===== src/rtl/simplez_bus_if.sv =====
// Simplez CPU peripheral bus: address, read/write strobes and the two data buses.
interface simplez_bus_if;
  logic [8:0]  addr;
  logic        wr;
  logic        rd;
  logic [11:0] data_in;
  logic [11:0] data_out;

  modport master (output addr, wr, rd, data_in, input  data_out);
  modport slave  (input  addr, wr, rd, data_in, output data_out);
endinterface


===== src/rtl/simplez_tx_port.sv =====
// Simplez UART transmit port: 1-entry holding register feeding an 8N1 shifter,
// with a status register (OVR/BUSY/READY). All state moves on the falling clock edge.
module simplez_tx_port #(
  parameter int       DIVISOR   = 104,
  parameter bit [8:0] ADDR_DATA = 9'o101,
  parameter bit [8:0] ADDR_STAT = 9'o102
) (
  input  logic            clk,
  input  logic            rstn,
  simplez_bus_if.slave    bus,
  output logic            tx
);

  typedef enum logic {IDLE, SHIFT} state_t;

  localparam logic [11:0] BAUD_MAX = 12'(DIVISOR - 1);

  state_t      state_q, state_d;
  logic [9:0]  shreg_q, shreg_d;
  logic [3:0]  bit_cnt_q, bit_cnt_d;
  logic [11:0] baud_cnt_q, baud_cnt_d;
  logic [7:0]  hold_q, hold_d;
  logic        full_q, full_d;
  logic        ovr_q, ovr_d;
  logic        tx_q, tx_d;
  logic        load;
  logic        wr_data, rd_stat;

  assign wr_data = bus.wr && (bus.addr == ADDR_DATA);
  assign rd_stat = bus.rd && (bus.addr == ADDR_STAT);

  assign bus.data_out = (bus.addr == ADDR_STAT)
                      ? {9'b0, ovr_q, (state_q == SHIFT), ~full_q}
                      : 12'b0;
  assign tx = tx_q;

  always_comb begin
    state_d    = state_q;
    shreg_d    = shreg_q;
    bit_cnt_d  = bit_cnt_q;
    baud_cnt_d = baud_cnt_q;
    hold_d     = hold_q;
    full_d     = full_q;
    ovr_d      = ovr_q;
    load       = 1'b0;

    case (state_q)
      IDLE: if (full_q) load = 1'b1;
      SHIFT: begin
        if (baud_cnt_q == BAUD_MAX) begin
          baud_cnt_d = 12'd0;
          if (bit_cnt_q == 4'd9) begin
            // End of stop bit: chain straight into the next frame if one is waiting.
            if (full_q) load = 1'b1;
            else        state_d = IDLE;
          end else begin
            bit_cnt_d = bit_cnt_q + 4'd1;
            shreg_d   = {1'b1, shreg_q[9:1]};
          end
        end else begin
          baud_cnt_d = baud_cnt_q + 12'd1;
        end
      end
      default: state_d = IDLE;
    endcase

    if (load) begin
      shreg_d    = {1'b1, hold_q, 1'b0};
      bit_cnt_d  = 4'd0;
      baud_cnt_d = 12'd0;
      state_d    = SHIFT;
      full_d     = 1'b0;
    end

    if (rd_stat) ovr_d = 1'b0;
    // A write landing on the transfer edge sees HOLD as free.
    if (wr_data) begin
      if (!full_q || load) begin
        hold_d = bus.data_in[7:0];
        full_d = 1'b1;
      end else begin
        ovr_d = 1'b1;
      end
    end

    tx_d = (state_d == SHIFT) ? shreg_d[0] : 1'b1;
  end

  always_ff @(negedge clk) begin
    if (!rstn) begin
      state_q    <= IDLE;
      shreg_q    <= 10'h3ff;
      bit_cnt_q  <= 4'd0;
      baud_cnt_q <= 12'd0;
      hold_q     <= 8'd0;
      full_q     <= 1'b0;
      ovr_q      <= 1'b0;
      tx_q       <= 1'b1;
    end else begin
      state_q    <= state_d;
      shreg_q    <= shreg_d;
      bit_cnt_q  <= bit_cnt_d;
      baud_cnt_q <= baud_cnt_d;
      hold_q     <= hold_d;
      full_q     <= full_d;
      ovr_q      <= ovr_d;
      tx_q       <= tx_d;
    end
  end

endmodule


===== src/flat_wrapper.sv =====
// flat-port wrapper written by rule: the top's interface ports become plain ports
module simplez_tx_port_flat 
#(
  parameter int       DIVISOR   = 104,
  parameter bit [8:0] ADDR_DATA = 9'o101,
  parameter bit [8:0] ADDR_STAT = 9'o102
)
  (clk, rstn, tx, bus_addr, bus_wr, bus_rd, bus_data_in, bus_data_out);
  simplez_bus_if bus_i ();
  input  logic clk;
  input  logic rstn;
  output logic tx;
  input wire logic [$bits(bus_i.addr)-1:0] bus_addr;
  input wire logic [$bits(bus_i.wr)-1:0] bus_wr;
  input wire logic [$bits(bus_i.rd)-1:0] bus_rd;
  input wire logic [$bits(bus_i.data_in)-1:0] bus_data_in;
  output wire logic [$bits(bus_i.data_out)-1:0] bus_data_out;
  assign bus_i.addr = bus_addr;
  assign bus_i.wr = bus_wr;
  assign bus_i.rd = bus_rd;
  assign bus_i.data_in = bus_data_in;
  assign bus_data_out = bus_i.data_out;
  simplez_tx_port #(.DIVISOR(DIVISOR), .ADDR_DATA(ADDR_DATA), .ADDR_STAT(ADDR_STAT)) u_core (.clk(clk), .rstn(rstn), .bus(bus_i), .tx(tx));
endmodule

===== config.mk =====
export PLATFORM = sky130hd
export DESIGN_NAME = simplez_tx_port_flat
export DESIGN_NICKNAME = d
export VERILOG_FILES = /design/src/rtl/simplez_bus_if.sv /design/src/rtl/simplez_tx_port.sv /design/src/flat_wrapper.sv
export SDC_FILE = /design/constraint.sdc
export NUM_CORES = 1
export LEC_CHECK = 0
export ABC_CLOCK_PERIOD_IN_PS = 2100
export CORE_MARGIN = 4
export CORE_UTILIZATION = 44
export CTS_BUF_LIST = sky130_fd_sc_hd__clkbuf_8
export CTS_CLUSTER_SIZE = 20
export DETAILED_ROUTE_END_ITERATION = 12
export GPL_TIMING_DRIVEN = 0
export PLACE_DENSITY = 0.75
export SETUP_SLACK_MARGIN = 0.4
export SYNTH_ARGS = -nofsm -noshare
export SYNTH_HDL_FRONTEND = slang
export SYNTH_SLANG_ARGS = --single-unit

===== constraint.sdc =====
create_clock -name clk -period 2.1 [get_ports clk]
set_clock_uncertainty 0.1 [all_clocks]
set_input_delay 0.42 -clock clk [delete_from_list [all_inputs] [get_ports clk]]
set_output_delay 0.42 -clock clk [all_outputs]
set_load 0.02 [all_outputs]

==> impl_metrics.ini <==
[synth]
yosys-top-cells-count = dfxtp_1, nand2_1, inv_1, nor2_1, o21ai_0
synth_top_area_share_pct = 39.8
yosys.area.top_type = dfxtp_1
synthMostInstantiatedCell = dfxtp_1
synthTopCellsByArea = dfxtp_1, mux2i_1, nand2_1, xor2_1, a221o_1
synth_mux_area_share_pct = 4.84
netlist_instances = 207
yosysWarnings = 0
synthFlopType = dfxtp_1
syn_avg_cell_area_um2 = 8.99
ys_seq_elements = 37
synth_top_family_by_area = simple AND/OR/NAND/NOR gates
syn_area_mm2 = 0.00186
ys_seq_area_share_pct = 39.8
synth-compound-area-share_pct = 14.9
synth-xor-area-share_pct = 4.71
ys_async_sr_fraction_pct = 0
synth_edf_count = 0
ys_types = 48
synthSimpleGateAreaFrac_pct = 24.9
synth_fa_ha_area_share_pct = 2.02

[clock_tree]
clockRootBuffer = clkbuf_8
cts.path.max_buffers = 2
htree_levels = 2
cts_buffers = 5
clk_latency_ps = 360
clock-sinks = 37
hold_buffers = 0
cts_tree = built
clk_pin_slew_worst_paths_ps = 40

[global_routing]
grt_max_degree = 14
grt_usage_pct = 20.4
grt_overflow = 0
first_global_vias = 1906
grt_pass1_wl_um = 8570
antenna_found_initial = 0

[detailed_routing]
wl_per_cell_um = 15.7
ant_nets = 0
first_pass_iters = 5
totalWireLength_um = 5730
drc = 0
routed-via-count = 1972
detailedRoute.firstIterationViolations = 172
viasPerCell = 5.42

[pwr]
p_per_area_mw_per_mm2 = 537
p_int_mw = 1.12
pwr-share-clk_pct = 48.3
ir_worst_vdd_mv = 0.416
power.leakage_nw = 1.40
power_frac_seq_pct = 42.9
p_switching_uw = 517
swShare_pct = 31.5
combPwrFrac_pct = 8.8

[die]
start_util_pct = 45.9
die_h_um = 73.0
die_w_um = 73.0
pin_count = 38
num_rows = 23
die-area_mm2 = 0.00533
coreArea_mm2 = 0.00406

[worst_setup_path]
cp-end-kind = register
crit_path_start_kind = input port
path_max_fanout = 2
r2r-start = u_core.baud_cnt_q[0]
arrival_ps = 1720
required_ps = 1240
worstSetupPathType = in -> reg
crit_start = bus_addr[3]
reg2regPathDepth = 7
reg2reg_to = u_core.hold_q[2]
reg2reg_slack_ps = 230

[layout]
drive_gt1_share_pct = 36.3
seqCellArea_um2 = 757
antenna_cells = 0
multi_input_area_mm2 = 0.00122
synthToLayoutAreaGrowth_pct = 64.1
layout.nets = 341
design_area_mm2 = 0.00305
nFillCells = 256

[timing]
tns_ps = -5440
worst_pin_slew_ps = 573
setup_slack_ps = -479
relSlewSlack_pct = 61.6
finalSetupViolCount = 14
holdWs_ps = 367
drv_slew = 0
rsz0062_at_grt = true
hold_viol = 0

[run_status]
violations = setup timing
status = finished, violations left

[placement]
io_buffer_count = 24
dpl_cell_area_mm2 = 0.00233
gp_congestion = 0.765
place_hpwl_um = 2720

[hold_path]
holdPathStages = 2
hold_class = reg -> reg
worstHoldStart = u_core.hold_q[1]
whs_endpoint = u_core.hold_q[1]

[flow_run]
drv_cap = 0
==> layer usage <==
layer | part of all wire [%] | global-route usage [%]
met2 | 49 | 31.6
met1 | 40 | 24.1
met3 | 7.7 | 8.40
met4 | 3.1 | 10.7
met5 | 0 | 0
==> worst max path at each step <==
stage                       end  cells after the start  slack [ps]
2_1_floorplan      u_core.ovr_q                      4        -530
4_1_cts         bus_data_out[0]                      3        -430
6_report           u_core.ovr_q                      6        -480
3_3_place_gp   u_core.hold_q[3]                      5       -1120
3_5_place_dp   u_core.hold_q[6]                      5       -1160
5_1_grt            u_core.ovr_q                      6        -510
==> worst max-delay path, cell delays in order <==
cell	delay [ps]
buf_6	90
nor4b_4	280
nand4_1	180
buf_4	180
or4_4	430
a21boi_2	140
==> cell type report <==
| class | instances | share of cell area, % |
|---|---|---|
| inverters | 13 | 1.76 |
| clock inverters | 40 | 5.33 |
| well taps | 50 | 2.05 |
| flip-flops and latches | 37 | 24.8 |
| plain buffers | 17 | 6.35 |
| clock buffers | 5 | 2.25 |
| repair buffers | 54 | 17.6 |
| multi-input cells | 148 | 39.8 |
==> cell usage in the layout, fill, tap and decap left out, drive strengths merged, types with 3 or more instances in the layout <==
master / Yosys / final
a21boi: 3 / 3
a21oi: 5 / 5
a221o: 7 / 7
buf: 12 / 49
clkbuf: 5 / 11
clkdlybuf4s15: 0 / 4
clkdlybuf4s50: 0 / 9
conb: 1 / 9
dfxtp: 37 / 37
dlygate4sd2: 0 / 3
ha: 3 / 3
inv: 14 / 52
mux2i: 9 / 9
nand2: 24 / 24
nand3: 6 / 6
nand4: 8 / 8
nor2: 14 / 14
o21ai: 15 / 16
or3: 4 / 4
xor2: 9 / 9
==> registers in the layout (all words and copies together) (netlist names) <==
signal	flops
u_core.shreg_q	9
u_core.bit_cnt_q	4
u_core.state_q	1
u_core.baud_cnt_q	12
u_core.ovr_q	1
u_core.hold_q	8
u_core.full_q	1
u_core.tx	1
==> per-stage QoR <==
step	util [%]	power (mW)	worst slack, ps	cells
floorplan	-	0.888	-533	215
global placement	57.4	0.936	-1120	289
detailed placement	57.4	0.936	-1160	289
CTS	71.5	1.66	-427	355
global route	75.2	1.77	-508	364
finish	75.2	1.64	-479	364
==> cell families (layout without fill, tap and decap cells) <==
group / Yosys count / in the layout
AOI/OAI and AO/OA: 36 / 37
xor gates and xnor gates: 10 / 10
adders and majority gates: 3 / 3
buffers and inverters: 31 / 129
DFF: 37 / 37
muxes: 9 / 9
other: 1 / 9
and+or+nand+nor: 80 / 80
==> what timing repair did <==
action,4_1_cts,5_1_grt
setup buffers,17,9
gates resized for setup,90,26
cloned,5,0
pin swaps,14,11
endpoints found under the hold margin,0,0
setup endpoints to repair,41,41
==> power groups by stage <==
stage | combinational, mW | clock, mW | sequential (mW)
floorplan | 0.0625 | 0.110 | 0.715
global placement | 0.110 | 0.110 | 0.715
detailed placement | 0.110 | 0.110 | 0.715
CTS | 0.135 | 0.822 | 0.705
global route | 0.153 | 0.914 | 0.702
finish | 0.144 | 0.792 | 0.704
(Power assumes the default switching activity.)
